===== config.mk =====
export PLATFORM = sky130hd
export DESIGN_NAME = full_adder_4bit_sync
export DESIGN_NICKNAME = d
export VERILOG_FILES = /design/src/rtl/full_adder_4bit_sync.sv
export SDC_FILE = /design/constraint.sdc
export NUM_CORES = 1
export LEC_CHECK = 0
export BUFFER_PORTS_ARGS = -buffer_cell sky130_fd_sc_hd__buf_2
export CAP_MARGIN = 20
export CORE_AREA = 8 8 45 47
export DETAILED_ROUTE_END_ITERATION = 12
export DIE_AREA = 0 0 53 55
export PLACE_DENSITY_LB_ADDON = 0.08
export REMOVE_ABC_BUFFERS = 1
export SLEW_MARGIN = 30
export SYNTH_ARGS = -nofsm -noshare
export SYNTH_HDL_FRONTEND = slang
export SYNTH_SLANG_ARGS = --single-unit

===== constraint.sdc =====
create_clock -name clk -period 2.95 [get_ports clk]
set_clock_uncertainty 0.1 [all_clocks]
set_input_delay 0.1475 -clock clk [delete_from_list [all_inputs] [get_ports clk]]
set_output_delay 0.1475 -clock clk [all_outputs]
set_load 0.02 [all_outputs]

===== src/rtl/full_adder_4bit_sync.sv =====
// full_adder_4bit_sync: registered 4-bit ripple-carry adder with carry-in,
// carry-out, valid, signed-overflow and zero flags (one-cycle latency).
module full_adder_4bit_sync (
    input  logic       clk,
    input  logic       rst_n,
    input  logic       in_valid,
    input  logic [3:0] A,
    input  logic [3:0] B,
    input  logic       Cin,
    output logic [3:0] Sum,
    output logic       Cout,
    output logic       out_valid,
    output logic       ovf,
    output logic       zero
);
    logic [4:0] c;
    logic [3:0] s;
    logic [3:0] sum_d, sum_q;
    logic       cout_d, cout_q;
    logic       ovf_d, ovf_q;
    logic       zero_d, zero_q;
    logic       out_valid_d, out_valid_q;

    always_comb begin
        c[0] = Cin;
        s    = '0;
        for (int i = 0; i < 4; i++) begin
            s[i]   = A[i] ^ B[i] ^ c[i];
            c[i+1] = (A[i] & B[i]) | (c[i] & (A[i] ^ B[i]));
        end
    end

    // Result registers hold while idle; only out_valid drops back to 0.
    always_comb begin
        sum_d       = in_valid ? s : sum_q;
        cout_d      = in_valid ? c[4] : cout_q;
        ovf_d       = in_valid ? ((A[3] == B[3]) && (s[3] != A[3])) : ovf_q;
        zero_d      = in_valid ? (s == 4'b0000) : zero_q;
        out_valid_d = in_valid;
    end

    always_ff @(posedge clk) begin
        if (!rst_n) begin
            sum_q       <= '0;
            cout_q      <= 1'b0;
            ovf_q       <= 1'b0;
            zero_q      <= 1'b0;
            out_valid_q <= 1'b0;
        end else begin
            sum_q       <= sum_d;
            cout_q      <= cout_d;
            ovf_q       <= ovf_d;
            zero_q      <= zero_d;
            out_valid_q <= out_valid_d;
        end
    end

    assign Sum       = sum_q;
    assign Cout      = cout_q;
    assign ovf       = ovf_q;
    assign zero      = zero_q;
    assign out_valid = out_valid_q;
endmodule


[Word level (Yosys, flattened, before mapping)]
Index checks and enable logic that the tools add are counted.
Word-level totals
  memories: 0
  memory bits (read-only): 0
  bits in writable memories: 0
  output and inout port bits: 8
  bits in latches: 0
  word-level logic and storage cells: 29
  flip-flop bits (word level): 8
Cells by class
  multiply operators: 0
  order comparisons: 0
  shift operators: 0
  reductions and logical operators: 2
  equal/unequal tests: 2
  div/mod/pow operators: 0
  $add $sub $neg: 0
  bitwise gates (word level): 20
  mux-type cells: 0
Operators with widths (number)
  $and 1x1->1: 8
  $xor 1x1->1: 8
  $logic_not 4->1: 1
  $or 1x1->1: 4
  $eq 1x1->1: 1
  $logic_and 1x1->1: 1
  $ne 1x1->1: 1

[Depth between registers and ports, before layout]
  depth after elaboration: 10
  mapped depth: 7
  gate-level depth less buffers: 7

[Worst setup path after synthesis]
Ideal clock, no wire load.
  path type: in2reg
  start: input A[0]
  end: register zero_q (netlist: zero)
  setup slack: 594 ps
  required time: 2733 ps
  cell stages on the path: 7
  library setup time: 117 ps
  arrival time: 2140 ps
  cells stage by stage: fa_1 -> fa_1 -> fa_1 -> inv_1 -> fa_1 -> nor4b_2 -> a22o_1
Between the ends
  cells in the longest elaborated chain, start to end: 9
  elaborated cells between the ends (all ways): 13
Ends and longest elaborated chain
  start, declared: RTL line 7  | input logic [3:0] A,
  $xor 1x1->1: RTL line 28, 29
  $and 1x1->1: RTL line 29  | c[i+1] = (A[i] & B[i]) | (c[i] & (A[i] ^ B[i]));
  $or 1x1->1: RTL line 29
  $and 1x1->1: RTL line 29
  $or 1x1->1: RTL line 29
  $and 1x1->1: RTL line 29
  $or 1x1->1: RTL line 29
  $xor 1x1->1: RTL line 28  | s[i] = A[i] ^ B[i] ^ c[i];
  $logic_not 4->1 *: RTL line 38  | zero_d = in_valid ? (s == 4'b0000) : zero_q;
  end signal, assigned: RTL line 53  | zero_q <= zero_d;
  end, declared: RTL line 21  | logic zero_d, zero_q;
Mark *: on every way between the ends. The rest lies on a longest branch, timed or not.
A chain may end at the register's enable or synchronous reset.

[Final worst setup path]
Same ends and word-level chain as after synthesis.

==> results.md <==
* Final setup violation count at 0
* CTS clk-pin slew, worst paths at 0.06 ns
* Detail-routed via count per cell at 4.43
* Compound-gate portion of the synthesized area at 0.0778
* Resized Gates After CTS at 0
* Total inserted antenna cells at 0
* Global route total overflow at 0
* Post-layout minimum cycle time at 2.31 ns
* Number of nets in the layout at 75
* Cell Count Post-Placement at 69
* Depth of the CTS H-tree at 1
* Adder-Cell Fraction of Synth Area at 0.213
* Multi-input logic area at 240 um2
* Count of filler cells inserted in the layout at 142
* Number of unique standard cell types used by synthesis at 16
* Switch share at 0.284
* Internal power at 0.000197 W
* Kind of path behind the tightest hold check: in -> reg
* Pin slew with the least headroom to its limit at 0.215 ns
* Vias in the first global route at 340
* Fraction of layout instances using a drive strength above 1 at 0.446
* Post-DR wirelength/cell at 12.4 um
* Iteration-0 DRC count of the detailed router at 4
* Layout overhead on the synthesized area at 26.5%
* Routability Congestion at 0.606
* Crit path kind: in -> reg
* Outcome: finished, final reports clean
* Number of cells on the worst hold path at 3
* TritonCTS clock tree: done
* Cell Count, Final, Fillers Out at 72
* Worst ir drop on vdd at 0.000185 V
* Total of hold buffers inserted after clock tree synthesis at 0
* Placeable Area at 1380 um2
* Setup bufs post-CTS at 0
* Power Dens Cells at 501 nW/um2
* CP Max Fanout at 3
* Global-route wire length before repair at 1510 um
* Ports at 20
* Maximum number of pins on one net before global-route repair at 12
* Cts bufs inserted at 3
* Setup crit start kind: input pin
* Starting density of the core at 0.314
* Period Utilization, post-route at 0.785
* Number of antenna violations at the first check in global routing at 0
* Bufs on Longest Clock Path at 2
* Synthesized netlist cell count at 36
* Synth Register Bits at 8
* Proportion of power drawn by flip-flops and latches at 0.440
* Clock group share of total power at 0.297
* Count of endpoints failing hold in the final timing report at 0
* Detailed Route WL at 895 um
* Share of cell area taken by muxes after synthesis at 0.0692
* Syn Std Cell Area at 434 um2
* Net switching component of the power at 0.0000782 W
* Data arrival time of the critical path at 2.35 ns
* Normalized max-slew margin at 0.857
* Footprint of the flip-flops and latches at 160 um2
* Number of buffers inserted by port buffering at 19
* Yosys Warn Count at 0
* Horizontal die dimension at 53 um
* Number of slew-limit violations in the final report at 0
* Sequential area share after synthesis at 0.369
* Synthesized-area fraction occupied by xor and xnor cells at 0.0202
* Unrepaired setup endpoints after global routing: false
* Clock tree sinks at 8
* Critical path data required time at 2.99 ns
* Gr usage total at 0.0715
* DRC Markers at 0
* Combinational family with the most area after synthesis: adder cells
* Simple-gate portion of the synthesized area at 0.173
* Pre-Repair DR Iteration Count at 4
* Avg Inst Size Synth at 12.1 um2
* FMAX at 432 MHz
* Worst skew pair latency at 0.24 ns
* Cell count of the worst reg-to-reg path at 2
* Antenna Violating Nets Remaining at 0
* Maximum Capacitance Violations at 0
* Worst setup EP type: flip-flop
* Row count at 14
* Vias at 319
* Total die area at 2920 um2
* Setup_tns at 0 ns
* Leak at 0.287 nW
* Combinational group share of total power at 0.263
* Root buf cell: clkbuf_4
* Die Y-Extent at 55 um
registers in the layout, indices dropped and copies added (netlist names):
register and flops:
Cout 1, Sum 4, out_valid 1, ovf 1, zero 1
worst max-delay path, stage by stage:
cell and delay [ns]:
buf_2 0.11, fa_1 0.43, fa_1 0.40, fa_1 0.38, inv_1 0.08, fa_1 0.46
nor4b_2 0.19, a22o_1 0.17
cell type report:
| cell class | instances | share of cell area |
|---|---|---|
| Timing Repair Buffer | 19 | 0.173 |
| Inverter | 3 | 0.0205 |
| Sequential cell | 8 | 0.292 |
| Clock buffer | 3 | 0.0410 |
| Tap cell | 16 | 0.0364 |
| Multi-Input combinational cell | 23 | 0.437 |
metrics by stage:
step           total power, W  setup WS [ns]  instance area, um2  hold WS [ns]   util
2_1_floorplan        0.000168          0.594                 412         0.176      -
3_3_place_gp         0.000194          0.388                 527         0.354  0.381
3_5_place_dp         0.000197          0.369                 527         0.365  0.381
4_1_cts              0.000281          0.633                 549         0.125  0.397
5_1_grt              0.000295          0.553                 549         0.127  0.397
6_report             0.000275          0.635                 549         0.120  0.397
cell usage in the layout, fill, tap and decap left out, drive strengths merged:
master | netlist | layout
buf | 2 | 19
and2 | 1 | 1
dfxtp | 8 | 8
mux2i | 3 | 3
ha | 1 | 1
clkbuf | 0 | 3
nor2b | 3 | 3
o211a | 2 | 2
o21ai | 1 | 1
and2b | 1 | 1
fa | 4 | 4
a22o | 1 | 1
inv | 3 | 3
nor4b | 1 | 1
nand3b | 2 | 2
xor2 | 1 | 1
nand2 | 2 | 2
synth_stat cells:
cell      instances  share of area
xor2_1            1          0.020
nor4b_2           1          0.035
nand2_1           2          0.017
fa_1              4           0.18
buf_6             2          0.052
inv_1             3          0.026
nand3b_1          2          0.035
mux2i_1           3          0.069
nor2b_1           3          0.043
and2_4            1          0.020
ha_1              1          0.029
and2b_4           1          0.023
a22o_1            1          0.020
o21ai_1           1          0.012
dfxtp_1           8           0.37
o211a_1           2          0.046
power by group through the flow:
stage                      clock, W  sequential (W)  combinational (W)
after floorplan                   0        0.000135          0.0000335
after detailed placement          0        0.000123          0.0000739
final                     0.0000818        0.000121          0.0000724
after CTS                 0.0000859        0.000121          0.0000741
after global placement            0        0.000123          0.0000715
after global routing      0.0000923        0.000122          0.0000805
metal layers:
layer / GRT usage / vias up / share of wire / wire length, um
met2: 0.107 / 16 / 0.45 / 404
met1: 0.0698 / 143 / 0.40 / 358
met5: 0 / - / 0 / 0
met4: 0.0259 / 0 / 0 / 0
met3: 0.0642 / 0 / 0.15 / 132
li1: - / 160 / - / -
logic make-up (layout without fill, tap and decap cells):
family	after synthesis	count (layout)
mux	3	3
buf+inv	5	25
xor+xnor	1	1
simple gates	10	10
compound gates	4	4
flops	8	8
fa+ha+maj	5	5
path summary, 6_finish.rpt:
check	to	from	slack (ns)
worst max-delay path	zero$_SDFFE_PN0P_	A[0]	0.64
worst min-delay path	ovf$_SDFFE_PN0P_	A[3]	0.12
worst max register to register	zero$_SDFFE_PN0P_	zero$_SDFFE_PN0P_	2.08
worst min register to register	ovf$_SDFFE_PN0P_	ovf$_SDFFE_PN0P_	0.37
(Power assumes the default switching activity.)
